==> src/rtl/yutorina_bus_master_if_pkg.sv <==
// Shared definitions for the bus-master sequencer: FSM state encoding,
// default bus widths and active-low bus level names.
package yutorina_bus_master_if_pkg;

  localparam int unsigned BUS_ADDR_W = 30;
  localparam int unsigned BUS_DATA_W = 32;

  // bus_rw levels
  localparam logic READ  = 1'b1;
  localparam logic WRITE = 1'b0;

  // Levels for the active-low bus handshake lines
  localparam logic ENABLE_  = 1'b0;
  localparam logic DISABLE_ = 1'b1;

  typedef enum logic [2:0] {
    BUS_IF_IDLE   = 3'd0,
    BUS_IF_REQ    = 3'd1,
    BUS_IF_ACCESS = 3'd2,
    BUS_IF_WAIT   = 3'd3,
    BUS_IF_DONE   = 3'd4
  } bus_if_state_e;

endpackage

==> src/rtl/yutorina_bus_timeout_cnt.sv <==
// Watchdog counter for an issued bus access.
// Ports: clk, rst (async, active-low), i_clear (zero the count),
//        i_en (count this cycle), o_expire_c (count has reached TIMEOUT;
//        never asserted when TIMEOUT == 0).
module yutorina_bus_timeout_cnt #(
  parameter int unsigned TIMEOUT = 255,
  parameter int unsigned CNT_W   = 8
) (
  input  logic clk,
  input  logic rst,
  input  logic i_clear,
  input  logic i_en,
  output logic o_expire_c
);

  logic [CNT_W-1:0] r_cnt;

  // Saturating count so a disabled watchdog cannot wrap into a false expiry
  always_ff @(posedge clk or negedge rst) begin
    if (!rst) begin
      r_cnt <= '0;
    end else if (i_clear) begin
      r_cnt <= '0;
    end else if (i_en && (r_cnt != {CNT_W{1'b1}})) begin
      r_cnt <= r_cnt + CNT_W'(1);
    end
  end

  assign o_expire_c = (TIMEOUT != 0) && (r_cnt == CNT_W'(TIMEOUT));

endmodule

==> src/rtl/yutorina_bus_master_if.sv <==
// Bus-master sequencer between a pipeline stage and the shared bus.
// Requests the bus, strobes one read/write once granted, waits for slave
// ready (or watchdog expiry), returns data and releases the bus.
// Ports: clk, rst (async, active-low); core side req/rw/addr/wr_data,
//        stall/flush, rd_data/busy/err; bus side bus_req_/bus_grnt_,
//        bus_as_/bus_rw/bus_addr/bus_wr_data, bus_rd_data/bus_rdy_.
//        Bus outputs are registered; rd_data, busy and err are
//        combinational so the core sees completion in the same cycle.
module yutorina_bus_master_if
  import yutorina_bus_master_if_pkg::*;
#(
  parameter int unsigned ADDR_W  = BUS_ADDR_W,
  parameter int unsigned DATA_W  = BUS_DATA_W,
  parameter int unsigned TIMEOUT = 255,
  parameter int unsigned CNT_W   = 8
) (
  input  logic              clk,
  input  logic              rst,
  input  logic              req,
  input  logic              rw,
  input  logic [ADDR_W-1:0] addr,
  input  logic [DATA_W-1:0] wr_data,
  input  logic              stall,
  input  logic              flush,
  output logic [DATA_W-1:0] rd_data,
  output logic              busy,
  output logic              err,
  output logic              bus_req_,
  input  logic              bus_grnt_,
  output logic              bus_as_,
  output logic              bus_rw,
  output logic [ADDR_W-1:0] bus_addr,
  output logic [DATA_W-1:0] bus_wr_data,
  input  logic [DATA_W-1:0] bus_rd_data,
  input  logic              bus_rdy_
);

  bus_if_state_e     r_state, w_state_nx;
  logic              r_bus_req_, w_bus_req_nx;
  logic              r_bus_as_, w_bus_as_nx;
  logic              r_bus_rw, w_bus_rw_nx;
  logic [ADDR_W-1:0] r_bus_addr, w_bus_addr_nx;
  logic [DATA_W-1:0] r_bus_wr_data, w_bus_wr_data_nx;
  logic [DATA_W-1:0] r_rd_data, w_rd_data_nx;
  logic [DATA_W-1:0] w_rd_data;
  logic              w_busy, w_err;
  logic              w_cnt_en, w_expire;

  assign w_cnt_en = (r_state == BUS_IF_ACCESS) || (r_state == BUS_IF_WAIT);

  yutorina_bus_timeout_cnt #(
    .TIMEOUT (TIMEOUT),
    .CNT_W   (CNT_W)
  ) u_timeout_cnt (
    .clk        (clk),
    .rst        (rst),
    .i_clear    (!w_cnt_en),
    .i_en       (w_cnt_en),
    .o_expire_c (w_expire)
  );

  // State and bus output registers
  always_ff @(posedge clk or negedge rst) begin
    if (!rst) begin
      r_state       <= BUS_IF_IDLE;
      r_bus_req_    <= DISABLE_;
      r_bus_as_     <= DISABLE_;
      r_bus_rw      <= READ;
      r_bus_addr    <= '0;
      r_bus_wr_data <= '0;
      r_rd_data     <= '0;
    end else begin
      r_state       <= w_state_nx;
      r_bus_req_    <= w_bus_req_nx;
      r_bus_as_     <= w_bus_as_nx;
      r_bus_rw      <= w_bus_rw_nx;
      r_bus_addr    <= w_bus_addr_nx;
      r_bus_wr_data <= w_bus_wr_data_nx;
      r_rd_data     <= w_rd_data_nx;
    end
  end

  // Next state, next bus register values and combinational core outputs
  always_comb begin
    w_state_nx       = r_state;
    w_bus_req_nx     = r_bus_req_;
    w_bus_as_nx      = DISABLE_;  // strobe is a single-cycle pulse
    w_bus_rw_nx      = r_bus_rw;
    w_bus_addr_nx    = r_bus_addr;
    w_bus_wr_data_nx = r_bus_wr_data;
    w_rd_data_nx     = r_rd_data;
    w_rd_data        = r_rd_data;
    w_busy           = 1'b0;
    w_err            = 1'b0;

    case (r_state)
      BUS_IF_IDLE: begin
        if (req && !flush) begin
          w_busy           = 1'b1;
          w_bus_rw_nx      = rw;
          w_bus_addr_nx    = addr;
          w_bus_wr_data_nx = wr_data;
          w_bus_req_nx     = ENABLE_;
          w_state_nx       = BUS_IF_REQ;
        end
      end

      BUS_IF_REQ: begin
        w_busy = 1'b1;
        if (flush) begin
          w_bus_req_nx = DISABLE_;
          w_state_nx   = BUS_IF_IDLE;
        end else if (bus_grnt_ == ENABLE_) begin
          w_bus_as_nx = ENABLE_;
          w_state_nx  = BUS_IF_ACCESS;
        end
      end

      // flush is deliberately ignored here: an issued access must complete
      BUS_IF_ACCESS, BUS_IF_WAIT: begin
        if ((bus_rdy_ == ENABLE_) || w_expire) begin
          // Slave ready wins over a same-cycle watchdog expiry
          if ((bus_rdy_ != ENABLE_) || (r_bus_rw == WRITE)) begin
            w_rd_data = '0;
          end else begin
            w_rd_data = bus_rd_data;
          end
          w_err        = (bus_rdy_ != ENABLE_);
          w_rd_data_nx = w_rd_data;
          w_bus_req_nx = DISABLE_;
          w_state_nx   = stall ? BUS_IF_DONE : BUS_IF_IDLE;
        end else begin
          w_busy     = 1'b1;
          w_state_nx = BUS_IF_WAIT;
        end
      end

      BUS_IF_DONE: begin
        if (!stall) begin
          w_state_nx = BUS_IF_IDLE;
        end
      end

      default: w_state_nx = BUS_IF_IDLE;
    endcase
  end

  assign rd_data     = w_rd_data;
  assign busy        = w_busy;
  assign err         = w_err;
  assign bus_req_    = r_bus_req_;
  assign bus_as_     = r_bus_as_;
  assign bus_rw      = r_bus_rw;
  assign bus_addr    = r_bus_addr;
  assign bus_wr_data = r_bus_wr_data;

endmodule

==> config.mk <==
export PLATFORM = sky130hd
export DESIGN_NAME = yutorina_bus_master_if
export DESIGN_NICKNAME = d
export VERILOG_FILES = /design/src/rtl/yutorina_bus_master_if_pkg.sv /design/src/rtl/yutorina_bus_timeout_cnt.sv /design/src/rtl/yutorina_bus_master_if.sv
export SDC_FILE = /design/constraint.sdc
export NUM_CORES = 1
export LEC_CHECK = 0
export BUFFER_PORTS_ARGS = -buffer_cell sky130_fd_sc_hd__clkbuf_2
export CAP_MARGIN = 20
export CORE_ASPECT_RATIO = 1.25
export CORE_UTILIZATION = 52
export CTS_CLUSTER_DIAMETER = 100
export DETAILED_ROUTE_END_ITERATION = 16
export GPL_TIMING_DRIVEN = 0
export PLACE_DENSITY = 0.86
export SYNTH_ARGS = -nofsm -noshare
export SYNTH_HDL_FRONTEND = slang
export SYNTH_SLANG_ARGS = --single-unit
export TNS_END_PERCENT = 1
==> constraint.sdc <==
create_clock -name clk -period 3.6 [get_ports clk]
set_input_delay 0.18 -clock clk [delete_from_list [all_inputs] [get_ports clk]]
set_output_delay 0.18 -clock clk [all_outputs]
set_load 0.03 [all_outputs]
==> run_results.csv <==
group,metric,value,unit
cells_and_area,area.growth.synth_to_final,29.6,%
clock_tree,insertion_delay,370,ps
sta,layout_setup_ws,1200,ps
sta,fin_crit_sh,66.6,%
synth,ys_seq_area_share,57.2,%
sta,hold_viol,0,
cells_and_area,regArea,2710,µm²
floorplanning,core,8750,µm²
power,p_per_area,880,nW/µm²
detailed_routing,route.detailed.drc,0,
synth,synth-seq-cells,108,
sta,rsz0062_at_grt,"no",
floorplanning,rows,38,
worst_setup_path,max_stage_delay,570,ps
grt,antenna_found_initial,0,
sta,timing.final.max_slew_violations,0,
synth,syn_nets,450,
worst_setup_path,cp_max_fo,10,
synth,yosys-top-cells-count,"dfrtp_1 (105), mux2_4 (60), o21ai_0 (36)",
flow_run,drv_cap,0,
worst_setup_path,cpMaxStageDelayCell,"dfstp_2",
worst_setup_path,r2r-end,"r_rd_data[4]",
floorplanning,start_util,54.1,%
cells_and_area,drive_gt1_share,54.5,%
worst_hold_path,hold_path.class,"in2reg",
sta,slew_headroom,44.1,%
sta,clock_skew,12.5,ps
grt,grt.total_usage,23.8,%
synth,async_flop_share,100,%
sta,period_minus_slack,2400,ps
grt,grt_pass1_wl,17300,µm
floorplanning,io_pins,201,
synth,yosysWarnings,0,
worst_setup_path,setup.worst_path.end_class,"output port",
floorplanning,die-width,87.3,µm
detailed_routing,vias,3545,
sta,setup_tns,0,ps
clock_tree,cts_tree,"built",
worst_setup_path,reg2regPathDepth,5,
grt,grt_pass1_vias,3711,
placement,io_buffers,200,
clock_tree,post_cts_resized,0,
worst_setup_path,crit_start,"bus_rw",
clock_tree,cts_buffers,9,
grt,grt_max_degree,63,
sta,setup_violations,0,
power,vdd_drop_max,0.632,mV
grt,gr-total-overflow,0,
detailed_routing,drt-wirelength-per-cell,16.0,µm
worst_setup_path,crit_type,"reg2out",
worst_setup_path,cp-start-kind,"register",
synth,synthCells,347,
synth,ys.flop_type,"dfrtp_1",
sta,hold-worst-slack,28.0,ps
synth,syn_area,4730,µm²
sta,fmax,417,MHz
placement,place_area,5910,µm²
worst_setup_path,reg2reg_slack,1880,ps
clock_tree,cts-root-buf,"clkbuf_8",
synth,synth_top_cell_by_area,"dfrtp_1",
placement,globalplace.congestion,0.812,
worst_setup_path,arrival,2220,ps
worst_setup_path,r2r_start,"u_timeout_cnt.r_cnt[0]",
floorplanning,die_y,109,µm
detailed_routing,ant_nets,0,
synth,netlist_top_cells_area,"dfrtp_1 (56%), mux2_4 (19%), a22oi_1 (5.1%)",
cells_and_area,fin_area,6130,µm²
detailed_routing,drtIter0Drc,252,
worst_setup_path,cp_cell_sequence,"nor4bb_1 > clkbuf_1 > buf_4 > a22oi_1 > o21ai_0 > clkbuf_2",
worst_setup_path,worst_ep_required_time,3420,ps
synth,post-synth-top-count-cell,"dfrtp_1",
placement,hpwl,8340,µm
placement,pre_cts_ws,1610,ps
clock_tree,clockBufferDepth,2,
clock_tree,cts.clk_slew.worst_paths,100,ps
cells_and_area,multi_input_area,1750,µm²
clock_tree,htree_levels,3,
power,p_leak,3.36,nW
synth,synth-edff-count,0,
worst_setup_path,critPathCapture,"rd_data[4]",
clock_tree,clkSinkCount,108,
detailed_routing,drt_wl_total,11000,µm
power,totalPowerFinal,0.00540,W
run_status,status,"completed",
floorplanning,die_area,9490,µm²
detailed_routing,vias_per_cell,5.18,
sta,worst_pin_slew,839,ps
cells_and_area,fill_cells,664,
detailed_routing,drtPass1Iterations,4,
cells_and_area,final_nets,663,
cells_and_area,diodes,0,
synth,yosysUniqueCellTypes,42,
synth,synth.avg_cell_area,13.6,µm²
synth,synth_top_area_share,55.5,%
-- cells by family (layout without fill, tap and decap cells) --
kind of cell / Yosys count / after routing / share of synthesized area (%)
mux: 64 / 64 / 20.0
buf+inv: 54 / 272 / 5.90
compound gates: 86 / 86 / 11.7
simple gates: 34 / 34 / 4.95
fa+ha+maj: 1 / 1 / 0.264
flops: 108 / 108 / 57.2
-- layout make-up --
| class | count | area share [%] |
|---|---|---|
| inverters | 34 | 2.08 |
| multi-input cells | 185 | 28.5 |
| repair buffers | 202 | 17.0 |
| plain buffers | 20 | 2.47 |
| flip-flops and latches | 108 | 44.1 |
| well taps | 120 | 2.45 |
| clock buffers | 11 | 2.47 |
| clock inverters | 5 | 0.979 |
-- state kept, by name (all words and copies together), names as in the netlist --
| signal | flops |
|---|---|
| bus_addr | 30 |
| bus_as_ | 1 |
| bus_rw | 1 |
| r_rd_data | 32 |
| bus_req_ | 1 |
| u_timeout_cnt.r_cnt | 8 |
| r_state | 3 |
| bus_wr_data | 32 |
-- where the power goes --
part           internal, W  switching, W  leakage [nW]  total [W]
combinational      0.00103       0.00159          2.05    0.00262
sequential         0.00171      0.000303          1.21    0.00201
clock             0.000361      0.000407         0.106   0.000768
total              0.00310       0.00230          3.36    0.00540
-- metrics by stage --
| step | utilization, % | instances |
|---|---|---|
| global route | 70.1 | 685 |
| floorplan | - | 347 |
| CTS | 70.1 | 685 |
| global placement | 67.2 | 667 |
| finish | 70.1 | 685 |
| detailed placement | 67.6 | 668 |
-- worst max-delay path: cells and delay by family (launching register included) --
| kind | cells | cell delay (ps) |
|---|---|---|
| buffers and inverters | 3 | 780 |
| DFF | 1 | 570 |
| and+or+nand+nor | 1 | 270 |
| AOI/OAI and AO/OA | 2 | 230 |
-- layout by cell type, fill, tap and decap left out, types with 2 or more instances in the layout --
| cell | instances |
|---|---|
| a211oi_1 | 2 |
| a21oi_1 | 3 |
| a22oi_1 | 32 |
| a31oi_1 | 4 |
| and3_1 | 3 |
| buf_2 | 7 |
| buf_4 | 4 |
| buf_6 | 7 |
| clkbuf_1 | 2 |
| clkbuf_2 | 199 |
| clkbuf_8 | 11 |
| clkinv_4 | 2 |
| dfrtp_1 | 105 |
| dfstp_2 | 3 |
| inv_1 | 34 |
| mux2_2 | 3 |
| mux2_4 | 60 |
| nand2_1 | 4 |
| nand2b_1 | 4 |
| nand3_1 | 4 |
| nor2_4 | 2 |
| nor3_1 | 4 |
| nor4bb_1 | 2 |
| o21ai_0 | 36 |
| o31ai_1 | 2 |
-- per-layer routing --
metal | GRT usage, % | vias up | share of wire (%)
met4 | 11.4 | 0 | 2.8
met1 | 28.0 | 1749 | 39
met3 | 5.15 | 26 | 5.2
met2 | 41.1 | 116 | 53
met5 | 0 | - | 0
li1 | - | 1654 | -
-- worst min path at each step --
stage,from,to,slack (ps),cells after the start
finish,wr_data[30],bus_wr_data[30],30,2
global route,wr_data[2],bus_wr_data[2],20,2
detailed placement,rst,bus_addr[25],350,1
global placement,addr[23],bus_addr[23],410,2
CTS,addr[28],bus_addr[28],20,2
floorplan,rst,bus_addr[0],-120,0
-- repair_timing --
action | in CTS | in global routing
setup buffers | 0 | 0
hold buffers | 1 | 0
hold endpoints to repair | 60 | 0
Note: power is estimated with default switching activity, not from simulation.
